==> src/rtl/fp_add_pkg.sv <==
// rtl/fp_add_pkg.sv - shared widths, limits and result types for the FP adder datapath
package fp_add_pkg;

  localparam int EXP_W  = 8;
  localparam int MANT_W = 25;
  localparam int FRAC_W = 23;
  localparam int IDX_W  = 5;

  localparam logic [EXP_W-1:0] EXP_MAX = 8'hFF;

  typedef struct packed {
    logic overflow;
    logic underflow;
    logic inexact;
  } fp_flags_t;

  typedef struct packed {
    logic              sign;
    logic [EXP_W-1:0]  exp;
    logic [FRAC_W-1:0] frac;
  } fp_word_t;

endpackage

==> src/rtl/FindFirstOne.sv <==
// rtl/FindFirstOne.sv - leading-one detector returning the index of the highest set bit
module FindFirstOne #(
  parameter int WIDTH = 25,
  parameter int IDX_W = 5
) (
  input  logic [WIDTH-1:0] vec,
  output logic [IDX_W-1:0] idx,
  output logic             nz
);

  // Scan upward so the last set bit seen, the most significant one, wins.
  always_comb begin
    idx = '0;
    nz  = 1'b0;
    for (int i = 0; i < WIDTH; i++) begin
      if (vec[i]) begin
        idx = i[IDX_W-1:0];
        nz  = 1'b1;
      end
    end
  end

endmodule

==> src/rtl/norm_shifter.sv <==
// rtl/norm_shifter.sv - mantissa normalization shift, exponent adjust and range clamp
module norm_shifter
  import fp_add_pkg::*;
(
  input  logic              sign,
  input  logic [EXP_W-1:0]  exp,
  input  logic [MANT_W-1:0] mant,
  input  logic [IDX_W-1:0]  idx,
  input  logic              nz,
  output fp_word_t          word,
  output fp_flags_t         flags
);

  logic [IDX_W-1:0]  shift_amt;
  logic [FRAC_W-1:0] frac_sh;
  logic signed [9:0] e;

  // Priority: special exponent, exact zero, then shift and clamp into range.
  // The fraction is built from bits below the leading one only, so the hidden
  // bit falls off the top of the 23-bit result by construction.
  always_comb begin
    word      = '0;
    flags     = '0;
    shift_amt = '0;
    frac_sh   = mant[FRAC_W-1:0];
    e         = $signed({2'b00, exp});

    if (exp == EXP_MAX) begin
      word.sign = sign;
      word.exp  = exp;
      word.frac = mant[FRAC_W-1:0];
    end else if (!nz) begin
      word = '0;
    end else begin
      if (idx == 5'd24) begin
        frac_sh       = mant[FRAC_W:1];
        e             = $signed({2'b00, exp}) + 10'sd1;
        flags.inexact = mant[0];
      end else if (idx == 5'd23) begin
        frac_sh = mant[FRAC_W-1:0];
      end else begin
        shift_amt = 5'd23 - idx;
        frac_sh   = mant[FRAC_W-1:0] << shift_amt;
        e         = $signed({2'b00, exp}) - $signed({5'b00000, shift_amt});
      end

      word.sign = sign;
      if (e >= 10'sd255) begin
        word.exp       = EXP_MAX;
        word.frac      = '0;
        flags.overflow = 1'b1;
      end else if (e <= 10'sd0) begin
        word.exp        = '0;
        word.frac       = '0;
        flags.underflow = 1'b1;
      end else begin
        word.exp  = e[EXP_W-1:0];
        word.frac = frac_sh;
      end
    end
  end

endmodule

==> src/rtl/fp_normalize_stage.sv <==
// rtl/fp_normalize_stage.sv - two-stage elastic post-add normalization pipeline
module fp_normalize_stage
  import fp_add_pkg::*;
#(
  parameter int MANT_W = 25,
  parameter int EXP_W  = 8,
  parameter int IDX_W  = 5
) (
  input  logic              clock,
  input  logic              reset,
  input  logic              in_valid,
  output logic              in_ready,
  input  logic              in_sign,
  input  logic [EXP_W-1:0]  in_exp,
  input  logic [MANT_W-1:0] in_mant,
  output logic              out_valid,
  input  logic              out_ready,
  output logic              out_sign,
  output logic [EXP_W-1:0]  out_exp,
  output logic [22:0]       out_frac,
  output logic [2:0]        out_flags
);

  logic              s1_valid_q, s1_valid_d;
  logic              s1_sign_q,  s1_sign_d;
  logic [EXP_W-1:0]  s1_exp_q,   s1_exp_d;
  logic [MANT_W-1:0] s1_mant_q,  s1_mant_d;
  logic [IDX_W-1:0]  s1_idx_q,   s1_idx_d;
  logic              s1_nz_q,    s1_nz_d;

  logic              s2_valid_q, s2_valid_d;
  fp_word_t          s2_word_q,  s2_word_d;
  fp_flags_t         s2_flags_q, s2_flags_d;

  logic              s1_advance;
  logic              s2_advance;
  logic [IDX_W-1:0]  ffo_idx;
  logic              ffo_nz;
  fp_word_t          norm_word;
  fp_flags_t         norm_flags;

  FindFirstOne #(
    .WIDTH (MANT_W),
    .IDX_W (IDX_W)
  ) u_ffo (
    .vec (in_mant),
    .idx (ffo_idx),
    .nz  (ffo_nz)
  );

  norm_shifter u_norm (
    .sign  (s1_sign_q),
    .exp   (s1_exp_q),
    .mant  (s1_mant_q),
    .idx   (s1_idx_q),
    .nz    (s1_nz_q),
    .word  (norm_word),
    .flags (norm_flags)
  );

  // Handshake: a stage moves when it is empty or its successor is moving.
  always_comb begin
    s2_advance = ~s2_valid_q | out_ready;
    s1_advance = ~s1_valid_q | s2_advance;
    in_ready   = ~s1_valid_q | s1_advance;
  end

  // Next-state for both stages; data registers only load on a real item.
  always_comb begin
    s1_valid_d = s1_valid_q;
    s1_sign_d  = s1_sign_q;
    s1_exp_d   = s1_exp_q;
    s1_mant_d  = s1_mant_q;
    s1_idx_d   = s1_idx_q;
    s1_nz_d    = s1_nz_q;
    s2_valid_d = s2_valid_q;
    s2_word_d  = s2_word_q;
    s2_flags_d = s2_flags_q;

    if (s1_advance) begin
      s1_valid_d = in_valid;
      if (in_valid) begin
        s1_sign_d = in_sign;
        s1_exp_d  = in_exp;
        s1_mant_d = in_mant;
        s1_idx_d  = ffo_idx;
        s1_nz_d   = ffo_nz;
      end
    end

    if (s2_advance) begin
      s2_valid_d = s1_valid_q;
      if (s1_valid_q) begin
        s2_word_d  = norm_word;
        s2_flags_d = norm_flags;
      end
    end
  end

  // Pipeline registers; reset drops every in-flight item.
  always_ff @(posedge clock) begin
    if (reset) begin
      s1_valid_q <= 1'b0;
      s1_sign_q  <= 1'b0;
      s1_exp_q   <= '0;
      s1_mant_q  <= '0;
      s1_idx_q   <= '0;
      s1_nz_q    <= 1'b0;
      s2_valid_q <= 1'b0;
      s2_word_q  <= '0;
      s2_flags_q <= '0;
    end else begin
      s1_valid_q <= s1_valid_d;
      s1_sign_q  <= s1_sign_d;
      s1_exp_q   <= s1_exp_d;
      s1_mant_q  <= s1_mant_d;
      s1_idx_q   <= s1_idx_d;
      s1_nz_q    <= s1_nz_d;
      s2_valid_q <= s2_valid_d;
      s2_word_q  <= s2_word_d;
      s2_flags_q <= s2_flags_d;
    end
  end

  // Stage 2 registers drive the outputs directly.
  always_comb begin
    out_valid = s2_valid_q;
    out_sign  = s2_word_q.sign;
    out_exp   = s2_word_q.exp;
    out_frac  = s2_word_q.frac;
    out_flags = s2_flags_q;
  end

endmodule

==> config.mk <==
export PLATFORM = sky130hd
export DESIGN_NAME = fp_normalize_stage
export DESIGN_NICKNAME = d
export VERILOG_FILES = /design/src/rtl/fp_add_pkg.sv /design/src/rtl/FindFirstOne.sv /design/src/rtl/norm_shifter.sv /design/src/rtl/fp_normalize_stage.sv
export SDC_FILE = /design/constraint.sdc
export NUM_CORES = 1
export LEC_CHECK = 0
export CAP_MARGIN = 10
export CORE_AREA = 8 8 162 88
export DETAILED_ROUTE_END_ITERATION = 10
export DIE_AREA = 0 0 170 96
export GPL_TIMING_DRIVEN = 0
export PLACE_DENSITY = 0.83
export SYNTH_ARGS = -nofsm -noshare
export SYNTH_HDL_FRONTEND = slang
export SYNTH_HIERARCHICAL = 1
export SYNTH_SLANG_ARGS = --single-unit
==> constraint.sdc <==
create_clock -name clock -period 11.1 [get_ports clock]
set_input_delay 1.665 -clock clock [delete_from_list [all_inputs] [get_ports clock]]
set_output_delay 1.665 -clock clock [all_outputs]
set_load 0.02 [all_outputs]
# After elaboration in Yosys (flattened, before gate mapping)
# Cells that the tools add are included.
# Widths: inputs -> output; s select.
# op_classes
mux,65
n_reduce_logical,2
shifts,1
div_mod_pow,0
n_eq_ne,3
bitwise_logic,5
add_sub_neg,3
order_cmp,2
mul,0
# ops
operator,count
$mux 32,2
$mux 31,2
$mux 23,2
$mux 5,9
$mux 10,4
$mux 4,8
$mux 1,30
$shl 23x5->23,1
$mux 3,6
$eq 5x5->1 const B,2
$ge 10x9->1 const B,1
$le 10x1->1 const B,1
$add 8x1->9 const B,1
$sub 8x5->9,1
$eq 8x8->1 const B,1
$sub 5x5->5 const A,1
$mux 2,2
$reduce_and 2->1,2
$or 1x1->1,3
$not 1->1,2
# word_totals
out_inout_bits,37
rom_bits,0
latchBits,0
mem_bits_rw,0
memories,0
regBits,76

# Depth between registers and ports, before layout
# Gate-level depths: netlist of run 1.
# depth
ltp_word,25
ltp_mapped,18
mapped_depth_nobuf,14

# Cells and area by module
# The synthesis of run 1 kept the hierarchy.
# by_module_without_submodules
module,area_per_inst_um2,cells_each,seq_area_each_um2,instances
fp_normalize_stage,3266.9,342,1541.5,1
norm_shifter,2293.4,322,0.0,1
FindFirstOne,276.5,49,0.0,1

# Least setup slack after synthesis of run 1
# No wires, ideal clock.
# synth_path
kind,input to output
startpoint,input out_ready
endpoint,output in_ready
arrival_ns,2.177
setup_slack_ns,7.258
path_stages,4
path_cell_list,nor2b_4 -> buf_6 -> buf_6 -> nand2_1
# synth_via
elab_chain_cells,3
# synth_rtl
item,line_no,source
start: declaration,fp_normalize_stage.sv:17,"input logic out_ready,"
$or 1x1->1,fp_normalize_stage.sv:63,s2_advance = ~s2_valid_q | out_ready;
$or 1x1->1,fp_normalize_stage.sv:64,s1_advance = ~s1_valid_q | s2_advance;
$or 1x1->1,fp_normalize_stage.sv:65,in_ready = ~s1_valid_q | s1_advance;
end: declaration,fp_normalize_stage.sv:12,"output logic in_ready,"
# No other way between the ends.

# Final worst setup path of run 1
# Ends and elaborated chain as after synthesis.

==> results_dict.tcl, run 1 <==
set metrics [dict create \
    status "finished clean" \
    final_cell_mix "nand2b_1, dfxtp_1, clkdlybuf4s50_1" \
    power_density_mw_per_mm2 114 \
    critPathKind "primary input to primary output" \
    n_fill_cell 1119 \
    end_kind "primary output" \
    cp_data_arrival_time_ps 3220 \
    drtAntennaViolNets 0 \
    rsz0062_at_grt "no" \
    p_total_mw 0.806 \
    final_common_cell "nand2b_1" \
    timing.final.hold_violations 0 \
    grt_max_degree 14 \
    worstSetupStartpointType "primary input" \
    nNetsFinal 838 \
    syn_inst 709 \
    fin_setup_tns_ps 0 \
    fmax_mhz 205 \
    area_growth_syn_to_layout_pct 21.8 \
    overflow 0 \
    synth_fp_nets 754 \
    drt-initial-drc-count 841 \
    ioPinCount 75 \
    core_sq_mm 0.0121 \
    htreeDepth 3 \
    maxCapViolCount 0 \
    ctsRootBufferMaster "clkbuf_16" \
    synth_area_per_cell_sq_um 8.17 \
    crit_fanout 10 \
    cts_setup_buffers 0 \
    ys_warn_count 6 \
    insertion_delay_ps 340 \
    dieWidth_um 170 \
    ctsLongestPathBuffers 2 \
    antenna_found_initial 0 \
    fin_crit_sh 0.440 \
    maxSlewViolCount 0 \
    grt_usage 0.230 \
    ir_drop_mv 0.0682 \
    num_rows 29 \
    route.detailed.wl_per_inst_um 19.3 \
    p_leak_nw 2.53 \
    routed_via_density 6.18 \
    synthesis.area_sq_mm 0.00579 \
    antenna_cells 0 \
    clkSinkCount 76 \
    grt_pass1_vias 5599 \
    path_clk_slew_ps 60 \
    tritoncts "yes" \
    max_slew_margin 0.381 \
    worstPathRequired_ps 9440 \
    hpwl_um 14600 \
    ctsHoldBuffers 0 \
    place.gp.congestion 0.969 \
    die_h_um 96 \
    worst_slew_pin_slew_ps 922 \
    dr.pass1.iters 9 \
    drt_wl_total_um 18600 \
    fin_skew_ps 7.52 \
    portBuffers 73 \
    layout-drive-gt1-share 0.110 \
    initial_core_util 0.478 \
    cts_resized 0 \
    hp-class "flop to flop" \
    num_vias 5985 \
    die_area_sq_mm 0.0163 \
    drc_errors 0 \
    grt_pass1_wl_um 29900 \
    min_period_ps 4890 \
    fin_util 0.582 \
    finalSetupViolCount 0 \
    cts_inserted_buffers 9 \
]
==> where the power goes <==
part	leakage [nW]	internal [mW]	switching (mW)
clock	0.149	0.197	0.116
sequential	0.621	0.284	0.0206
combinational	1.76	0.0835	0.105
==> worst max-delay path: stages <==
cell             delay, ps
clkdlybuf4s50_1        470
nor2b_4                180
buf_6                  160
buf_6                  140
nand2_1                 60
clkdlybuf4s50_1        550
==> path summary, 6_finish.rpt <==
path	from	end	slack, ps	cells past startpoint
worst min register to register	out_flags[0]	out_flags[0]	470	2
worst max register to register	s1_idx_q[0]	out_frac[8]	6750	17
worst max-delay path	out_ready	in_ready	6210	6
worst min-delay path	out_flags[0]	out_flags[0]	470	2
==> sequential cells by signal, summed over array words and instances, names as in the netlist <==
signal,flops
s1_sign_q,1
out_exp,8
out_flags,3
s1_exp_q,8
out_valid,1
out_sign,1
out_frac,23
s1_idx_q,5
s1_nz_q,1
s1_mant_q,24
s1_valid_q,1
==> layer usage <==
layer  wire, um  share of wire  vias up  GRT usage
met3       2680           0.14       18     0.0827
met5          0              0        -          0
met4        184         0.0099        0     0.0479
met2       6930           0.37      374      0.310
met1       8850           0.47     2815      0.339
li1           -              -     2778          -
==> final cells by class <==
cell class	count	area, sq um	share of cell area
Multi-Input combinational cell	558	3850	0.545
Sequential cell	76	1520	0.216
Timing Repair Buffer	73	731	0.104
Buffer	56	354	0.0502
Clock buffer	10	229	0.0325
Tap cell	170	213	0.0301
Clock inverter	6	88.8	0.0126
Inverter	19	71.3	0.0101
==> metrics by stage <==
stage                     hold WS [ps]  cells  setup WS [ps]  cell area, sq um
final                              474    968           6210              7060
after global placement             462    952           6200              6740
after floorplan                    445    709           7260              5790
after global routing               497    968           6140              7060
after CTS                          475    968           6220              7060
after detailed placement           467    952           6230              6740
No activity file was read; power rests on OpenSTA's default activity.
==> inputs of run 2 (changes only) <==
--- a/config.mk
+++ b/config.mk
@@ -10,7 +10,7 @@
 export DETAILED_ROUTE_END_ITERATION = 10
 export DIE_AREA = 0 0 170 96
 export GPL_TIMING_DRIVEN = 0
-export PLACE_DENSITY = 0.83
+export PLACE_DENSITY = 0.86
 export SYNTH_ARGS = -nofsm -noshare
 export SYNTH_HDL_FRONTEND = slang
 export SYNTH_HIERARCHICAL = 1
==> constraint.sdc (replaced) <==
create_clock -name clock -period 4.45 [get_ports clock]
set_input_delay 0.6675 -clock clock [delete_from_list [all_inputs] [get_ports clock]]
set_output_delay 0.6675 -clock clock [all_outputs]
set_load 0.02 [all_outputs]
==> run 2 against run 1 <==
  * Flip-flop and latch count stayed put
  * Largest power group is now registers
  * Sequential share of layout area hardly changed
  * Worst setup slack worse by 5900 ps
  * Largest cell class unchanged
==> results_dict.tcl, run 2 (synthesized netlist as in run 1, its figures left out) <==
set metrics [dict create \
    cp_data_arrival_time_ps 4410 \
    power.switching_mw 0.603 \
    min_period_ps 4150 \
    grt_usage 0.228 \
    rrSetupSlack_ps 300 \
    final_common_cell "nand2b_1" \
    worst_slew_pin_slew_ps 873 \
    num_vias 5978 \
    routed_via_density 6.18 \
    hpwl_um 14600 \
    insertion_delay_ps 340 \
    status "finished clean" \
    cts_inserted_buffers 9 \
    core_sq_mm 0.0121 \
    dpl_cell_area_sq_mm 0.00674 \
    maxSlewViolCount 0 \
    use_met2 0.311 \
    use_met1 0.331 \
    area_growth_syn_to_layout_pct 21.7 \
    fin_setup_tns_ps 0 \
    antenna_found_initial 0 \
    hold_ws_ps 479 \
    drt-initial-drc-count 938 \
    design_area_sq_mm 0.00705 \
    power_frac_comb 0.246 \
    final_cell_mix "nand2b_1, dfxtp_1, clkdlybuf4s50_1" \
    top_usage_layer "met1" \
    fmax_mhz 241 \
    ctsLongestPathBuffers 2 \
    regMostFlops "s1_mant_q" \
    max_slew_margin 0.413 \
    layout-drive-gt1-share 0.112 \
    cts_setup_buffers 0 \
    overflow 0 \
    route.detailed.wl_per_inst_um 19.3 \
    portBuffers 73 \
    drc_errors 0 \
    hold_depth 2 \
    dieWidth_um 170 \
    grt_max_degree 13 \
    fin_crit_sh 0.932 \
    num_rows 29 \
    holdCritStartpoint "out_frac[2]" \
    p_leak_nw 2.52 \
    clkSinkCount 76 \
    maxCapViolCount 0 \
    dr.pass1.iters 9 \
    ioPinCount 75 \
    tritoncts "yes" \
    finalSetupViolCount 0 \
    cell_internal_pwr_mw 1.35 \
    die_area_sq_mm 0.0163 \
    drt_wl_total_um 18700 \
    holdPathEnd "out_frac[2]" \
    pwr-share-clk 0.366 \
    ir_drop_mv 0.170 \
    p_total_mw 1.95 \
    path_clk_slew_ps 60 \
    largest_reg_flops 24 \
    initial_core_util 0.478 \
    dp_cells 952 \
    power_density_mw_per_mm2 277 \
    nNetsFinal 837 \
    hp-class "flop to flop" \
    ctsRootBufferMaster "clkbuf_16" \
    crit_fanout 19 \
    htreeDepth 3 \
    stdcell_count 967 \
    end_kind "flop" \
    worstPathRequired_ps 4720 \
    grt_pass1_vias 5542 \
    place.gp.congestion 1.03 \
    die_h_um 96 \
    reg2reg_from "s1_idx_q[0]" \
    r2r.worst_path.cells 17 \
    grt_util_met3 0.0917 \
    reg2reg_to "out_frac[10]" \
    drtAntennaViolNets 0 \
    grt_pass1_wl_um 29600 \
    critPathKind "flop to flop" \
    seqPwrFrac 0.389 \
    fin_skew_ps 7.61 \
    timing.final.hold_violations 0 \
    switching_share 0.309 \
    antenna_cells 0 \
    worstSetupStartpointType "flop" \
]
[run 2: cell types whose count changed in the layout (fill, tap and decap cells not counted), sizes merged]
cell	change
buf	-1
clkbuf	+1
clkinvlp	-1
clkinv	+1
bufinv	-1
[run 2: cell type report]
cell class              instances  area, sq um
plain buffers                  55          349
clock buffers                  11          233
clock inverters                 5         52.6
fillers                      1116         5070
inverters                      19         71.3
multi-input cells             558         3880
flip-flops and latches         76         1520
well taps                     170          213
repair buffers                 73          731
[run 2: worst max-delay path, cell delays in order (launching register included)]
cell and delay [ps]:
dfxtp_1 350, buf_2 220, buf_2 310, inv_1 110, ha_1 220, inv_1 70
fa_1 430, a211oi_4 320, o21ai_1 160, a2111o_1 440, o211a_1 140, nor4bb_2 190
a31o_1 270, or2_4 280, buf_6 160, o2bb2ai_1 170, nand3_1 90, a21oi_1 130
[run 2: metrics by stage]
stage	util	setup slack [ps]
2_1_floorplan	-	835
3_3_place_gp	0.556	267
3_5_place_dp	0.556	173
4_1_cts	0.579	126
5_1_grt	0.582	-7.06
6_report	0.582	305
[run 2: what timing repair did]
item | in CTS | in global routing
gates resized for setup | 0 | 5
hold buffers | 0 | 0
endpoints found under the setup margin | 0 | 21
[run 2: power groups by stage]
stage	clock (mW)	sequential, mW	combinational (mW)
after floorplan	0	0.756	0.315
after global routing	0.755	0.762	0.516
final	0.714	0.759	0.480
after global placement	0	0.771	0.448
after CTS	0.722	0.756	0.458
after detailed placement	0	0.771	0.453
[run 2: per-layer routing]
metal  wire (um)  vias to the layer above
met1        8580                     2790
met3        2850                       22
met4         122                        0
li1            -                     2784
met2        7140                      382
met5           0                        -
[run 2: worst max path at each step]
| stage | startpoint | end | cells past startpoint |
|---|---|---|---|
| after CTS | s1_idx_q[0] | out_frac[10] | 17 |
| after floorplan | s1_idx_q[0] | out_frac[10] | 18 |
| after global placement | s1_idx_q[0] | out_frac[8] | 17 |
| after detailed placement | s1_idx_q[0] | out_frac[10] | 17 |
| after global routing | s1_idx_q[0] | out_frac[11] | 17 |
| final | s1_idx_q[0] | out_frac[10] | 17 |
